[config.mk]
export PLATFORM = sky130hd
export DESIGN_NAME = if_prefetch_unit
export DESIGN_NICKNAME = d
export VERILOG_FILES = /design/src/rtl/if_prefetch_unit.sv
export SDC_FILE = /design/constraint.sdc
export NUM_CORES = 1
export LEC_CHECK = 0
export CAP_MARGIN = 30
export CELL_PAD_IN_SITES_DETAIL_PLACEMENT = 0
export CELL_PAD_IN_SITES_GLOBAL_PLACEMENT = 1
export CORE_MARGIN = 3
export CORE_UTILIZATION = 30
export CTS_BUF_LIST = sky130_fd_sc_hd__clkbuf_16
export CTS_CLUSTER_SIZE = 8
export DETAILED_ROUTE_END_ITERATION = 10
export PLACE_DENSITY = 0.6
export SETUP_SLACK_MARGIN = 0.1
export SYNTH_ARGS = -nofsm -noshare
export SYNTH_HDL_FRONTEND = slang
export SYNTH_SLANG_ARGS = --single-unit
[constraint.sdc]
create_clock -name clk -period 2.9 [get_ports clk]
set_input_delay 0.29 -clock clk [delete_from_list [all_inputs] [get_ports clk]]
set_output_delay 0.29 -clock clk [all_outputs]
set_load 0.01 [all_outputs]
[src/rtl/if_prefetch_unit.sv]
// Instruction prefetch: fetch FSM with one outstanding memory request feeding a DEPTH-entry buffer.
// Latency: one cycle from accepted response to out_valid. Back-pressure: stall holds the head, and a full buffer stops requests.
module if_prefetch_unit #(
  parameter int                ADDR_W   = 16,
  parameter int                INSTR_W  = 16,
  parameter int                DEPTH    = 4,
  parameter int                PC_STEP  = 2,
  parameter logic [ADDR_W-1:0] RESET_PC = '0
) (
  input  logic               clk,
  input  logic               rst,
  input  logic               stall,
  input  logic               redirect,
  input  logic [ADDR_W-1:0]  redirect_pc,
  output logic               imem_req_valid,
  output logic [ADDR_W-1:0]  imem_req_addr,
  input  logic               imem_req_ready,
  input  logic               imem_rsp_valid,
  input  logic [INSTR_W-1:0] imem_rsp_data,
  output logic               out_valid,
  output logic [ADDR_W-1:0]  out_pc,
  output logic [INSTR_W-1:0] out_instr
);

  localparam int                PW         = $clog2(DEPTH);
  localparam logic [PW:0]       DEPTH_CNT  = (PW+1)'(DEPTH);
  localparam logic [ADDR_W-1:0] ALIGN_MASK = ~ADDR_W'(PC_STEP - 1);

  typedef enum logic [1:0] {FETCH, WAIT, DISCARD} state_t;

  state_t              state, state_nxt;
  logic [ADDR_W-1:0]   fetch_pc, fetch_pc_nxt, req_pc;
  logic [PW:0]         count;
  logic [PW-1:0]       wr_ptr, rd_ptr;
  logic [ADDR_W-1:0]   buf_pc    [DEPTH];
  logic [INSTR_W-1:0]  buf_instr [DEPTH];
  logic                req_fire, push, pop;

  assign imem_req_valid = !rst && (state == FETCH) && (count < DEPTH_CNT) && !redirect;
  assign imem_req_addr  = fetch_pc;
  assign req_fire       = imem_req_valid && imem_req_ready;

  assign out_valid = !rst && (count != '0) && !redirect;
  assign out_pc    = buf_pc[rd_ptr];
  assign out_instr = buf_instr[rd_ptr];
  assign pop       = out_valid && !stall;

  always_comb begin
    state_nxt    = state;
    fetch_pc_nxt = fetch_pc;
    push         = 1'b0;
    unique case (state)
      FETCH: begin
        if (redirect) begin
          fetch_pc_nxt = redirect_pc & ALIGN_MASK;
        end else if (req_fire) begin
          state_nxt    = WAIT;
          fetch_pc_nxt = fetch_pc + ADDR_W'(PC_STEP);
        end
      end
      WAIT: begin
        // A response racing a redirect is stale; without one, the late beat must be swallowed.
        if (redirect) begin
          fetch_pc_nxt = redirect_pc & ALIGN_MASK;
          state_nxt    = imem_rsp_valid ? FETCH : DISCARD;
        end else if (imem_rsp_valid) begin
          push      = 1'b1;
          state_nxt = FETCH;
        end
      end
      DISCARD: begin
        if (redirect) fetch_pc_nxt = redirect_pc & ALIGN_MASK;
        if (imem_rsp_valid) state_nxt = FETCH;
      end
      default: state_nxt = FETCH;
    endcase
  end

  always_ff @(posedge clk) begin
    if (rst) begin
      state    <= FETCH;
      fetch_pc <= RESET_PC;
      count    <= '0;
      wr_ptr   <= '0;
      rd_ptr   <= '0;
    end else begin
      state    <= state_nxt;
      fetch_pc <= fetch_pc_nxt;
      if (redirect) begin
        count  <= '0;
        wr_ptr <= '0;
        rd_ptr <= '0;
      end else begin
        if (push) wr_ptr <= wr_ptr + 1'b1;
        if (pop)  rd_ptr <= rd_ptr + 1'b1;
        case ({push, pop})
          2'b10:   count <= count + 1'b1;
          2'b01:   count <= count - 1'b1;
          default: count <= count;
        endcase
      end
    end
  end

  // Data storage needs no reset; validity is carried entirely by count.
  always_ff @(posedge clk) begin
    if (req_fire) req_pc <= fetch_pc;
    if (push) begin
      buf_pc[wr_ptr]    <= req_pc;
      buf_instr[wr_ptr] <= imem_rsp_data;
    end
  end

endmodule

After elaboration in Yosys (flattened, before gate mapping) --
Memories as Yosys holds them, arrays and structs flattened. A register that Yosys moved wholly into a read port is not among the register bits. Cells that the tools add are included.
Cells by class: $add $sub $neg 5, magnitude comparators 1, eq/ne operators 8, mux-type cells 20, reductions and logical operators 18
Operators with widths (count):
- $mux 16 | 3
- $pmux 16 s2 | 1
- $mux 2 | 9
- $add 16x2->16 const B | 1
- $logic_and 1x1->1 | 7
- $pmux 2 s3 | 1
- $pmux 3 s2 | 1
- $mux 1 | 5
- $add 2x1->2 const B | 2
- $eq 2x1->1 const B | 2
- $eq 2x2->1 const B | 2
- $ne 2x2->1 const B | 2
- $reduce_bool 2->1 | 2
- $reduce_or 2->1 | 2
- $add 3x1->3 const B | 1
- $logic_not 1->1 | 3
- $lt 3x3->1 const B | 1
- $ne 3x3->1 const B | 1
- $reduce_and 3->1 | 1
- $reduce_bool 3->1 | 1
- $sub 3x1->3 const B | 1
- $logic_not 2->1 | 1
- $ne 2x1->1 const B | 1
- $reduce_and 2->1 | 1
Storage, ports and cells: bits in registers 41, memory bits (writable) 128, input port bits 38, output and inout port bits 50, word-level logic and storage cells 60, memories kept 2
Memories:
- buf_instr | depth 4, bits a word 16, rd ports 1, clocked after Yosys merged registers in 1, write ports 1, line 36 | logic [INSTR_W-1:0] buf_instr [DEPTH];
- buf_pc | depth 4, bits a word 16, rd ports 1, clocked after Yosys merged registers in 1, write ports 1, line 35 | logic [ADDR_W-1:0] buf_pc [DEPTH];

Longest topological paths before layout --
Gate-level depths: netlist (run 1).
depth in word-level cells 8, depth in mapped cells 11, gate-level depth less buffers 10

Worst setup path before layout (run 1) --
OpenSTA, ideal clock, no wires.
path kind reg2reg, start register state[1], end register count[2], library setup time 0.070 ns, arrival 2.131 ns, data required time 2.830 ns, path slack 0.699 ns, cell stages (with the launch flop) 12, path buffers 1, clock period less this slack 2.201 ns, cell sequence dfxtp_1 > inv_1 > ha_1 > and3b_1 > clkbuf_1 > inv_1 > ha_1 > inv_1 > fa_1 > xor2_1 > or3_1 > a21oi_1
Between the ends: longest elaborated chain between the ends 4, elaborated cells on any way between the ends 6, classes of those cells eq/ne (3); mux (2); reduce/logical (1)
RTL lines:
- from (decl) | line 31 | state_t state, state_nxt;
- from (signal assigned) | line 87 | state <= state_nxt;
- $eq 2x1->1 (*) | line 52 | unique case (state)
- $mux 1 (*) | line 52
- $eq 2x1->1 / $eq 2x2->1 (equally long branches) | line 96 | case ({push, pop})
- $pmux 3 s2 / $reduce_bool 2->1 (equally long branches)
- to (signal assigned) | line 97 | 2'b10: count <= count + 1'b1;
- to (signal assigned) | line 98 | 2'b01: count <= count - 1'b1;
- to (signal assigned) | line 99 | default: count <= count;
- to (decl) | line 33 | logic [PW:0] count;
Every way passes the cells marked *; elsewhere a longest branch is shown, timed or not. A chain may end at the register's enable or synchronous reset.

==> summary.md, run 1 <==
| Metric | Value |
|---|---|
| Worst R2R Start | `state[1]` |
| Synth warnings | `0` |
| Final Max Tran Viols | `0` |
| GRT overflow | `0` |
| Max Cap Viol | `0` |
| Gate power share | `between 4 and 5%` |
| Number of synthesized flops with an enable pin | `roughly 140` |
| DRC violations left | `0` |
| FF-to-FF End | `count[2]` |
| DRT Wirelength | `between 10000 and 15000 um` |
| Worst hold stages | `3` |
| Hold wc startpoint | `redirect_pc[2]` |
| Part of the power in registers | `roughly 52%` |
| Final Hold Vio Count | `0` |
| Flop2flop setup slack | `around 530 ps` |
| Rows | `53` |
| Post-CTS setup buffer count | `0` |
| Area of the die | `approximately 24000 um2` |
| Critical Path RT | `around 2600 ps` |
| Nets | `between 500 and 600` |
| Core Util, Final | `between 30 and 40%` |
| Status | `complete, no violations` |
| Clock Skew | `a little under 8 ps` |
| Layout cells sized above 1 | `16.50%` |
| Post-DP HPWL | `around 8600 um` |
| PortBufs | `between 80 and 90` |
| Largest net degree at the start of global routing | `32` |
| Initial DRT Pass Iterations | `4` |
| Slew @ Worst Pin | `~1000 ps` |
| Clock network power share | `43.6%` |
| Min cycle time layout | `around 2400 ps` |
| First-pass GRT wire length | `around 22000 um` |
| Post-synth cell types | `50` |
| Die extent in x | `between 150 and 200 um` |
| Root buffer cell | `clkbuf_16` |
| Num Clock Sinks | `165` |
| Period utilisation layout | `between 80 and 90%` |
| Register-to-Register Path Depth | `10` |
| Maximum vdd drop | `about 0.33 mV` |
| Setup-violating endpoint count in the final report | `0` |
| GRT busiest layer | `met2` |
| DRT antenna net count | `0` |
| Routed wire per std cell | `~17 um` |
| Ports | `between 80 and 90` |
| Vias per cell | `4.850` |
| Met1 Usage GRT | `around 17%` |
| DIE HEIGHT | `between 150 and 200 um` |
| Setup TNS | `0 ps` |
| TritonCTS clock tree | `done` |
| Worst EP arrival | `~2100 ps` |
| Skew-Pair Late Insertion Delay | `between 400 and 500 ps` |
| P&R area growth vs syn | `27.23%` |
| Internal | `4.009 mW` |
| Mean post-synth cell area | `approximately 17 um2` |
| Seq/Total Area, Yosys | `a little under three quarters` |
| TritonCTS Buffers | `17` |
| Number of global-route vias before repair | `approximately 4000` |
| Worst min-delay path class | `primary input to flip-flop` |
| Synthesized flop and latch total | `about 170` |
| CTS max path bufs | `2` |
| Slew margin rel. | `roughly a third` |
| Vias | `between 3000 and 4000` |
| Core area | `about 21000 um2` |
| Leakage power | `about 2.6 nW` |
| GRT met2 Usage | `between 15 and 20%` |
| CP Max Fanout | `31` |
| CTS resizes | `0` |
| Pwr Total | `a little over 5 mW` |
| Top FF cell, synth | `edfxtp_1` |
| Initial Util | `31.00%` |
| CP startpoint kind | `flip-flop` |
| Worst setup EP type | `output pin` |
| GRT Total Usage | `a little under an eighth` |
| CP Class | `flip-flop to output pin` |
| Antenna diodes | `0` |
| Ys async rst share | `0%` |
| Highest clock rate | `412.4 MHz` |
| Hold buffer count at CTS | `0` |
| Hold EP | `imem_req_addr[2]` |
| PwrDens | `just over 600 nW/um2` |
| Clk slew on worst S/H paths | `70 ps` |
| Switching part of the total power | `21.34%` |
| Post-synthesis instance total | `391` |
| Synthesized cell area | `6620 um2` |
| Met3 Use GR | `3.609%` |
| CTS H-tree lvls | `4` |
| Initial antenna violation count | `0` |
| RSZ-0062 raised after global routing | `no` |
| GPL Wtd Cong | `0.7786` |
| NetSw | `1.088 mW` |
| Initial drt markers | `165` |
[Yosys cell counts, types with 5 or more instances]
master | instances | share of area, %
edfxtp_1 | 139 | 63
mux4_2 | 31 | 11
dfxtp_1 | 26 | 7.9
nor2_1 | 19 | 1.1
a21oi_1 | 18 | 1.4
o21ai_0 | 15 | 1.1
nand2_1 | 13 | 0.74
inv_1 | 11 | 0.62
ha_1 | 10 | 1.9
clkbuf_1 | 9 | 0.51
and2_1 | 8 | 0.76
nand3_1 | 7 | 0.53
buf_2 | 6 | 0.45
nor3_1 | 5 | 0.38
[flip-flops by register name (all words and copies together), names as in the netlist, named ones only]
signal,flops
buf_instr,64
buf_pc,60
count,3
imem_req_addr,15
rd_ptr,2
req_pc,15
state,2
wr_ptr,2
[critical path, cell delays in order (launching register included)]
cell             delay, ps
dfxtp_2                340
buf_12                 270
mux4_2                 550
clkdlybuf4s50_1        540
[power groups by stage]
stage,Combinational (mW),Sequential [mW],Clock [mW]
after floorplan,0.108,2.68,0
after global placement,0.234,2.69,0
after detailed placement,0.237,2.69,0
after CTS,0.238,2.64,2.28
after global routing,0.260,2.64,2.40
final,0.236,2.64,2.22
[stage by stage]
stage	cells	setup slack (ps)	instance area, um2	hold WS [ps]
3_3_place_gp	740	370.0	7829	474.2
3_5_place_dp	740	266.9	7829	490.7
5_1_grt	772	320.6	8423	473.4
2_1_floorplan	392	698.8	6624	388.9
6_report	772	475.4	8423	470.4
4_1_cts	772	416.5	8423	452.2
[cell usage in the layout, fill, tap and decap left out, types with 4 or more instances in the layout]
cell / instances
edfxtp_1: 139
clkdlybuf4s50_1: 84
mux4_2: 31
dfxtp_1: 25
nor2_1: 19
a21oi_1: 18
clkbuf_16: 17
o21ai_0: 15
nand2_1: 13
inv_1: 12
ha_1: 10
nand3_1: 7
nor3_1: 5
inv_6: 5
buf_4: 5
buf_12: 5
and2_2: 4
and2_1: 4
nor2b_1: 4
nand2b_1: 4
nand4_1: 4
nor4_1: 4
[metal layers]
layer  vias to the layer above  part of all wire [%]
met5                         -                     0
met4                         0                  0.92
met3                        12                   5.6
met2                       107                    45
met1                      1890                    48
li1                       1735                     -
[layout make-up]
type	count	area (um2)
flip-flops and latches	165	4696
repair buffers	94	978.4
clock inverters	15	168.9
well taps	275	344.1
clock buffers	17	425.4
multi-input cells	195	1769
fillers	1955	12930
inverters	11	41.29
[cells by family (layout without fill, tap and decap cells)]
family,after synthesis,after routing,synth area share (%)
compound gates,61,61,5.821
simple gates,85,85,7.314
flops,165,165,70.91
other cells,1,2,0.05665
xor+xnor,5,5,0.6616
fa+ha+maj,11,11,2.192
buf+inv,32,137,2.495
mux,31,31,10.55
[worst max path at each step]
stage	cells after the start	slack, ps	from	end
after CTS	3	420	flip-flop	out_pc[13]
after floorplan	11	700	state[1]	count[2]
after global routing	6	320	state[1]	imem_req_addr[5]
after detailed placement	9	270	redirect	count[2]
after global placement	9	370	redirect	count[2]
final	3	480	flip-flop	out_pc[12]
Note: power is estimated with default switching activity, not from simulation.
==> run 2, diff against run 1 <==
==> constraint.sdc (replaced) <==
create_clock -name clk -period 2.5 [get_ports clk]
set_input_delay 0.25 -clock clk [delete_from_list [all_inputs] [get_ports clk]]
set_output_delay 0.25 -clock clk [all_outputs]
set_load 0.01 [all_outputs]
==> run 2 against run 1 <==
  * Setup slack got worse by 270 ps
  * Die area did not move
  * Total power rose by 13%
  * Design area rose by 1.0%
  * Clock power rose by 9.5%
  * Sequential share of layout area fell by 0.51 points
  * Global-route usage rose by 0.16 points
  * Utilization rose by 0.40 points
  * Critical path depth did not move
==> summary.md, run 2 (synthesis gave the netlist of run 1 again) <==
| Metric | Value |
|---|---|
| Worst EP arrival | `between 2000 and 2500 ps` |
| Maximum vdd drop | `roughly 0.43 mV` |
| TritonCTS clock tree | `done` |
| Register-to-Register Path Depth | `6` |
| Crit path depth | `3` |
| DIE HEIGHT | `roughly 150 um` |
| Cells along the critical path | `buf_12 -> mux4_2 -> clkdlybuf4s50_1` |
| Clock Skew | `between 10 and 15 ps` |
| Initial DRT Pass Iterations | `4` |
| CTS max path bufs | `2` |
| TritonCTS Buffers | `17` |
| Routed wire per std cell | `17.65 um` |
| Commonest non-fill, non-tap cells in the layout | `edfxtp_1 (139), clkdlybuf4s50_1 (71), mux4_2 (31)` |
| Pwr Total | `5.776 mW` |
| Min cycle time layout | `around 2300 ps` |
| Slew @ Worst Pin | `around 540 ps` |
| GRT Total Usage | `11.94%` |
| Layout cells sized above 1 | `between 10% and 20%` |
| CTS H-tree lvls | `4` |
| Core area | `approximately 21000 um2` |
| Biggest register | `buf_instr` |
| Setup TNS | `0 ps` |
| CP Class | `flip-flop to output pin` |
| Max Cap Viol | `0` |
| Slowest stage delay, CP | `approximately 530 ps` |
| DRT Wirelength | `13760 um` |
| Critical Path RT | `~2300 ps` |
| GPL Wtd Cong | `roughly 0.8` |
| Area of the die | `between 20000 and 25000 um2` |
| Largest net degree at the start of global routing | `32` |
| Final Hold Vio Count | `0` |
| PortBufs | `between 80 and 90` |
| Nets | `541` |
| Leakage power | `approximately 2.7 nW` |
| Worst hold stages | `3` |
| Worst setup EP type | `output pin` |
| CP startpoint kind | `flip-flop` |
| Hold buffer count at CTS | `0` |
| Root buffer cell | `clkbuf_16` |
| Post-DP HPWL | `8646 um` |
| First-pass GRT wire length | `roughly 22000 um` |
| Worst min-delay path class | `primary input to flip-flop` |
| P&R area growth vs syn | `28.52%` |
| Number of global-route vias before repair | `a little under 4000` |
| Top Registers | `buf_instr (64), buf_pc (60)` |
| GRT overflow | `0` |
| Flop2flop setup slack | `250 ps` |
| Initial drt markers | `between 200 and 250` |
| Most common cell after layout, fill and taps aside | `edfxtp_1` |
| CP bufs+invs | `2` |
| Die extent in x | `~150 um` |
| Num Clock Sinks | `roughly 170` |
| Slowest cell on crit path | `mux4_2` |
| Initial antenna violation count | `0` |
| Initial Util | `approximately 31%` |
| Max reg flops | `64` |
| Period utilisation layout | `between 90% and 100%` |
| Setup-violating endpoint count in the final report | `0` |
| Delay-heaviest family, CP | `buffers and inverters` |
| PwrDens | `678.9 nW/um2` |
| Ports | `88` |
| Rows | `53` |
| Highest clock rate | `around 440 MHz` |
| Clk slew on worst S/H paths | `roughly 60 ps` |
| RSZ-0062 raised after global routing | `no` |
| Vias | `3757` |
| Status | `complete, no violations` |
| Final Max Tran Viols | `0` |
| CP Max Fanout | `10` |
| Vias per cell | `slightly below 5` |
| Skew-Pair Late Insertion Delay | `420 ps` |
| DRT antenna net count | `0` |
| DRC violations left | `0` |
| Antenna diodes | `0` |
| Slew margin rel. | `64.21%` |
## run 2: changes by cell type in the layout (fill, tap and decap cells not counted), moves of 2 or more
cell / previous run / this run
inv_8: 2 / 0
buf_12: 5 / 7
dlymetal6s2s_1: 0 / 2
clkinv_1: 0 / 2
buf_4: 5 / 9
clkinv_4: 3 / 1
clkdlybuf4s50_1: 84 / 71
clkinvlp_4: 1 / 4
dlygate4sd2_1: 0 / 11
## run 2: routing by layer
| metal | global-route usage (%) | vias to the layer above | share of wire [%] |
|---|---|---|---|
| li1 | - | 1741 | - |
| met1 | 16.41 | 1883 | 48 |
| met2 | 18.20 | 124 | 46 |
| met3 | 4.085 | 9 | 5.4 |
| met4 | 3.196 | 0 | 0.73 |
| met5 | 0 | - | 0 |
## run 2: final timing paths
kind / from / endpoint
worst min-delay path: redirect_pc[2] / imem_req_addr[2]
worst max-delay path: flip-flop / out_pc[9]
worst max register to register: state[0] / imem_req_addr[1]
worst min register to register: req_pc[13] / buf_pc[3][13]
## run 2: final cells by class
class	count	area, um2
Fill cell	1959	12840
Sequential cell	165	4700
Multi-Input combinational cell	195	1782
Timing Repair Buffer	102	1087
Clock buffer	17	425.4
Tap cell	275	344.1
Clock inverter	15	128.9
Inverter	11	41.29
## run 2: through the flow
stage	worst slack, ps	instances	utilization [%]	hold WS [ps]	cell area, um2
finish	208.1	780	39.85	402.5	8508
global route	100.9	780	39.85	414.5	8508
CTS	63.17	780	39.72	381.9	8482
detailed placement	-6.115	746	36.99	487.9	7899
global placement	48.07	746	36.99	470.5	7899
floorplan	298.8	392	-	348.9	6624
## run 2: power breakdown
group / internal [mW] / total (mW) / switching, mW
combinational: 0.152 / 0.294 / 0.142
clock: 1.37 / 2.43 / 1.06
sequential: 3.01 / 3.05 / 0.0455
## run 2: repair_timing
action | in CTS | in global routing
resized for setup | 12 | 8
cloned | 1 | 0
pin swaps | 0 | 0
endpoints found under the setup margin | 27 | 18
buffers inserted | 1 | 0
endpoints found under the hold margin | 0 | 0
## run 2: worst register-to-register path: cells and delay by family (launching register included)
kind            cells  cell delay [ps]
compound gates      2              440
fa+ha+maj           1              440
buf+inv             1               80
flops               1              390
simple gates        2              830
==> run 3, diff against run 2 <==
--- a/config.mk
+++ b/config.mk
@@ -8,12 +8,14 @@
 export CAP_MARGIN = 30
 export CELL_PAD_IN_SITES_DETAIL_PLACEMENT = 0
 export CELL_PAD_IN_SITES_GLOBAL_PLACEMENT = 1
+export CORE_ASPECT_RATIO = 1.4
 export CORE_MARGIN = 3
 export CORE_UTILIZATION = 30
-export CTS_BUF_LIST = sky130_fd_sc_hd__clkbuf_16
+export CTS_BUF_LIST = sky130_fd_sc_hd__clkbuf_4 sky130_fd_sc_hd__clkbuf_8
 export CTS_CLUSTER_SIZE = 8
 export DETAILED_ROUTE_END_ITERATION = 10
 export PLACE_DENSITY = 0.6
+export REMOVE_ABC_BUFFERS = 1
 export SETUP_SLACK_MARGIN = 0.1
 export SYNTH_ARGS = -nofsm -noshare
 export SYNTH_HDL_FRONTEND = slang
==> run 3 against run 2 <==
  * Clock-buffer cell count stayed put
  * Setup slack worse by 13 ps
  * Maximum frequency shrank 0.55%
  * Routed wire length up 2.9%
  * First-iteration DRC count grew 6.6%
  * Critical path type unchanged
==> summary.md, run 3 (synthesis gave the netlist of run 1 again) <==
| Metric | Value |
|---|---|
| Status | `complete, no violations` |
| CP bufs+invs | `2` |
| Initial DRT Pass Iterations | `4` |
| Initial drt markers | `between 200 and 250` |
| Top Registers | `buf_instr (64), buf_pc (60)` |
| Slew @ Worst Pin | `689.3 ps` |
| CP Class | `flip-flop to output pin` |
| Cells along the critical path | `buf_12 -> mux4_2 -> clkdlybuf4s50_1` |
| Area of the die | `between 20000 and 25000 um2` |
| TritonCTS Buffers | `17` |
| Worst min-delay path class | `primary input to flip-flop` |
| Num Clock Sinks | `~170` |
| Largest net degree at the start of global routing | `32` |
| Final non-filler cell total | `about 810` |
| Slowest stage delay, CP | `between 500 and 600 ps` |
| PortBufs | `84` |
| Max reg flops | `64` |
| Nets | `between 500 and 600` |
| Setup-violating endpoint count in the final report | `0` |
| Number of global-route vias before repair | `roughly 4000` |
| DRT antenna net count | `0` |
| Setup TNS | `0 ps` |
| Most common cell after layout, fill and taps aside | `edfxtp_1` |
| Worst setup EP type | `output pin` |
| Slowest cell on crit path | `mux4_2` |
| TritonCTS clock tree | `done` |
| PwrDens | `between 600 and 700 nW/um2` |
| Vias per cell | `around 4.6` |
| Ports | `88` |
| Hold buffer count at CTS | `0` |
| DRT Wirelength | `roughly 14000 um` |
| CP startpoint kind | `flip-flop` |
| Core area | `roughly 21000 um2` |
| Period utilisation layout | `approximately 92%` |
| Min cycle time layout | `~2300 ps` |
| Final Hold Vio Count | `0` |
| Layout cells sized above 1 | `approximately a fifth` |
| Critical Path RT | `around 2300 ps` |
| CTS H-tree lvls | `4` |
| Die extent in x | `roughly 130 um` |
| Biggest register | `buf_instr` |
| RSZ-0062 raised after global routing | `no` |
| CP Max Fanout | `16` |
| Initial Util | `30.88%` |
| Slew margin rel. | `between 50 and 60%` |
| First-pass GRT wire length | `22500 um` |
| Antenna diodes | `0` |
| Vias | `~3800` |
| Commonest non-fill, non-tap cells in the layout | `edfxtp_1 (139), clkdlybuf4s50_1 (75), mux4_2 (31)` |
| Leakage power | `2.730 nW` |
| Final Max Tran Viols | `0` |
| Skew-Pair Late Insertion Delay | `approximately 430 ps` |
| Post-DP HPWL | `about 9000 um` |
| Placed Cells | `about 770` |
| Delay-heaviest family, CP | `buffers and inverters` |
| P&R area growth vs syn | `27.93%` |
| GRT overflow | `0` |
| Rows | `63` |
| DIE HEIGHT | `around 180 um` |
| Clk slew on worst S/H paths | `about 90 ps` |
| Highest clock rate | `around 430 MHz` |
| GRT Total Usage | `12.07%` |
| Root buffer cell | `clkbuf_8` |
| Maximum vdd drop | `a little under 0.3 mV` |
| CTS max path bufs | `2` |
| DRC violations left | `0` |
| Initial antenna violation count | `0` |
| Clock Skew | `approximately 14 ps` |
| Max Cap Viol | `0` |
| GPL Wtd Cong | `~0.74` |
| Routed wire per std cell | `~18 um` |
| Worst EP arrival | `2050 ps` |
## run 3: report_power, final
part | leakage [nW] | switching, mW | internal (mW)
sequential | 1.47 | 0.0466 | 3.00
clock | 0.216 | 1.01 | 1.02
combinational | 1.04 | 0.140 | 0.152
## run 3: worst register-to-register path: cells and delay by family, from the launching register on
kind / cells / cell delay [ps]
adder cells (fa/ha/maj): 3 / 750
AND/OR/NAND/NOR: 2 / 490
flip-flops: 1 / 400
buffers and inverters: 3 / 210
XOR/XNOR: 1 / 150
AO/OA/AOI/OAI: 1 / 130
## run 3: layout make-up
class                      instances  area, um2
multi-input combinational        195       1778
inverter                          11      41.29
clock buffer                      17      234.0
fill                            2020      12970
timing repair buffer             112       1157
sequential                       165       4698
tap                              292      365.4
clock inverter                    15      195.2
## run 3: what timing repair did
item,CTS,global route
setup endpoints to repair,30,12
cloned,1,0
setup buffers,1,8
gates resized for setup,5,7
## run 3: per-stage QoR
stage | worst slack [ps] | area (um2) | hold slack (ps) | util, % | power, mW
final | 195.4 | 8469 | 401.8 | 39.50 | 5.373
after global routing | 97.11 | 8469 | 402.2 | 39.50 | 5.590
after CTS | 49.74 | 8386 | 372.1 | 39.11 | 5.466
after detailed placement | 0.1639 | 7923 | 489.8 | 36.95 | 3.410
after global placement | 36.21 | 7923 | 468.1 | 36.95 | 3.400
after floorplan | 157.0 | 6500 | 319.1 | - | 3.213
## run 3: metal layers
metal | vias up | routed length (um) | GRT usage (%)
met5 | - | 0 | 0
met4 | 0 | 180 | 4.624
met3 | 15 | 600 | 2.855
met2 | 98 | 7570 | 20.99
met1 | 1869 | 5815 | 14.55
li1 | 1768 | - | -
## run 3: worst paths after layout
| check | start | to | slack (ps) | cells past startpoint |
|---|---|---|---|---|
| worst max-delay path | flip-flop | out_pc[2] | 200 | 3 |
| worst min-delay path | redirect_pc[2] | imem_req_addr[2] | 400 | 3 |
| worst max register to register | state[1] | count[2] | 320 | 10 |
| worst min register to register | req_pc[10] | buf_pc[0][10] | 510 | 0 |
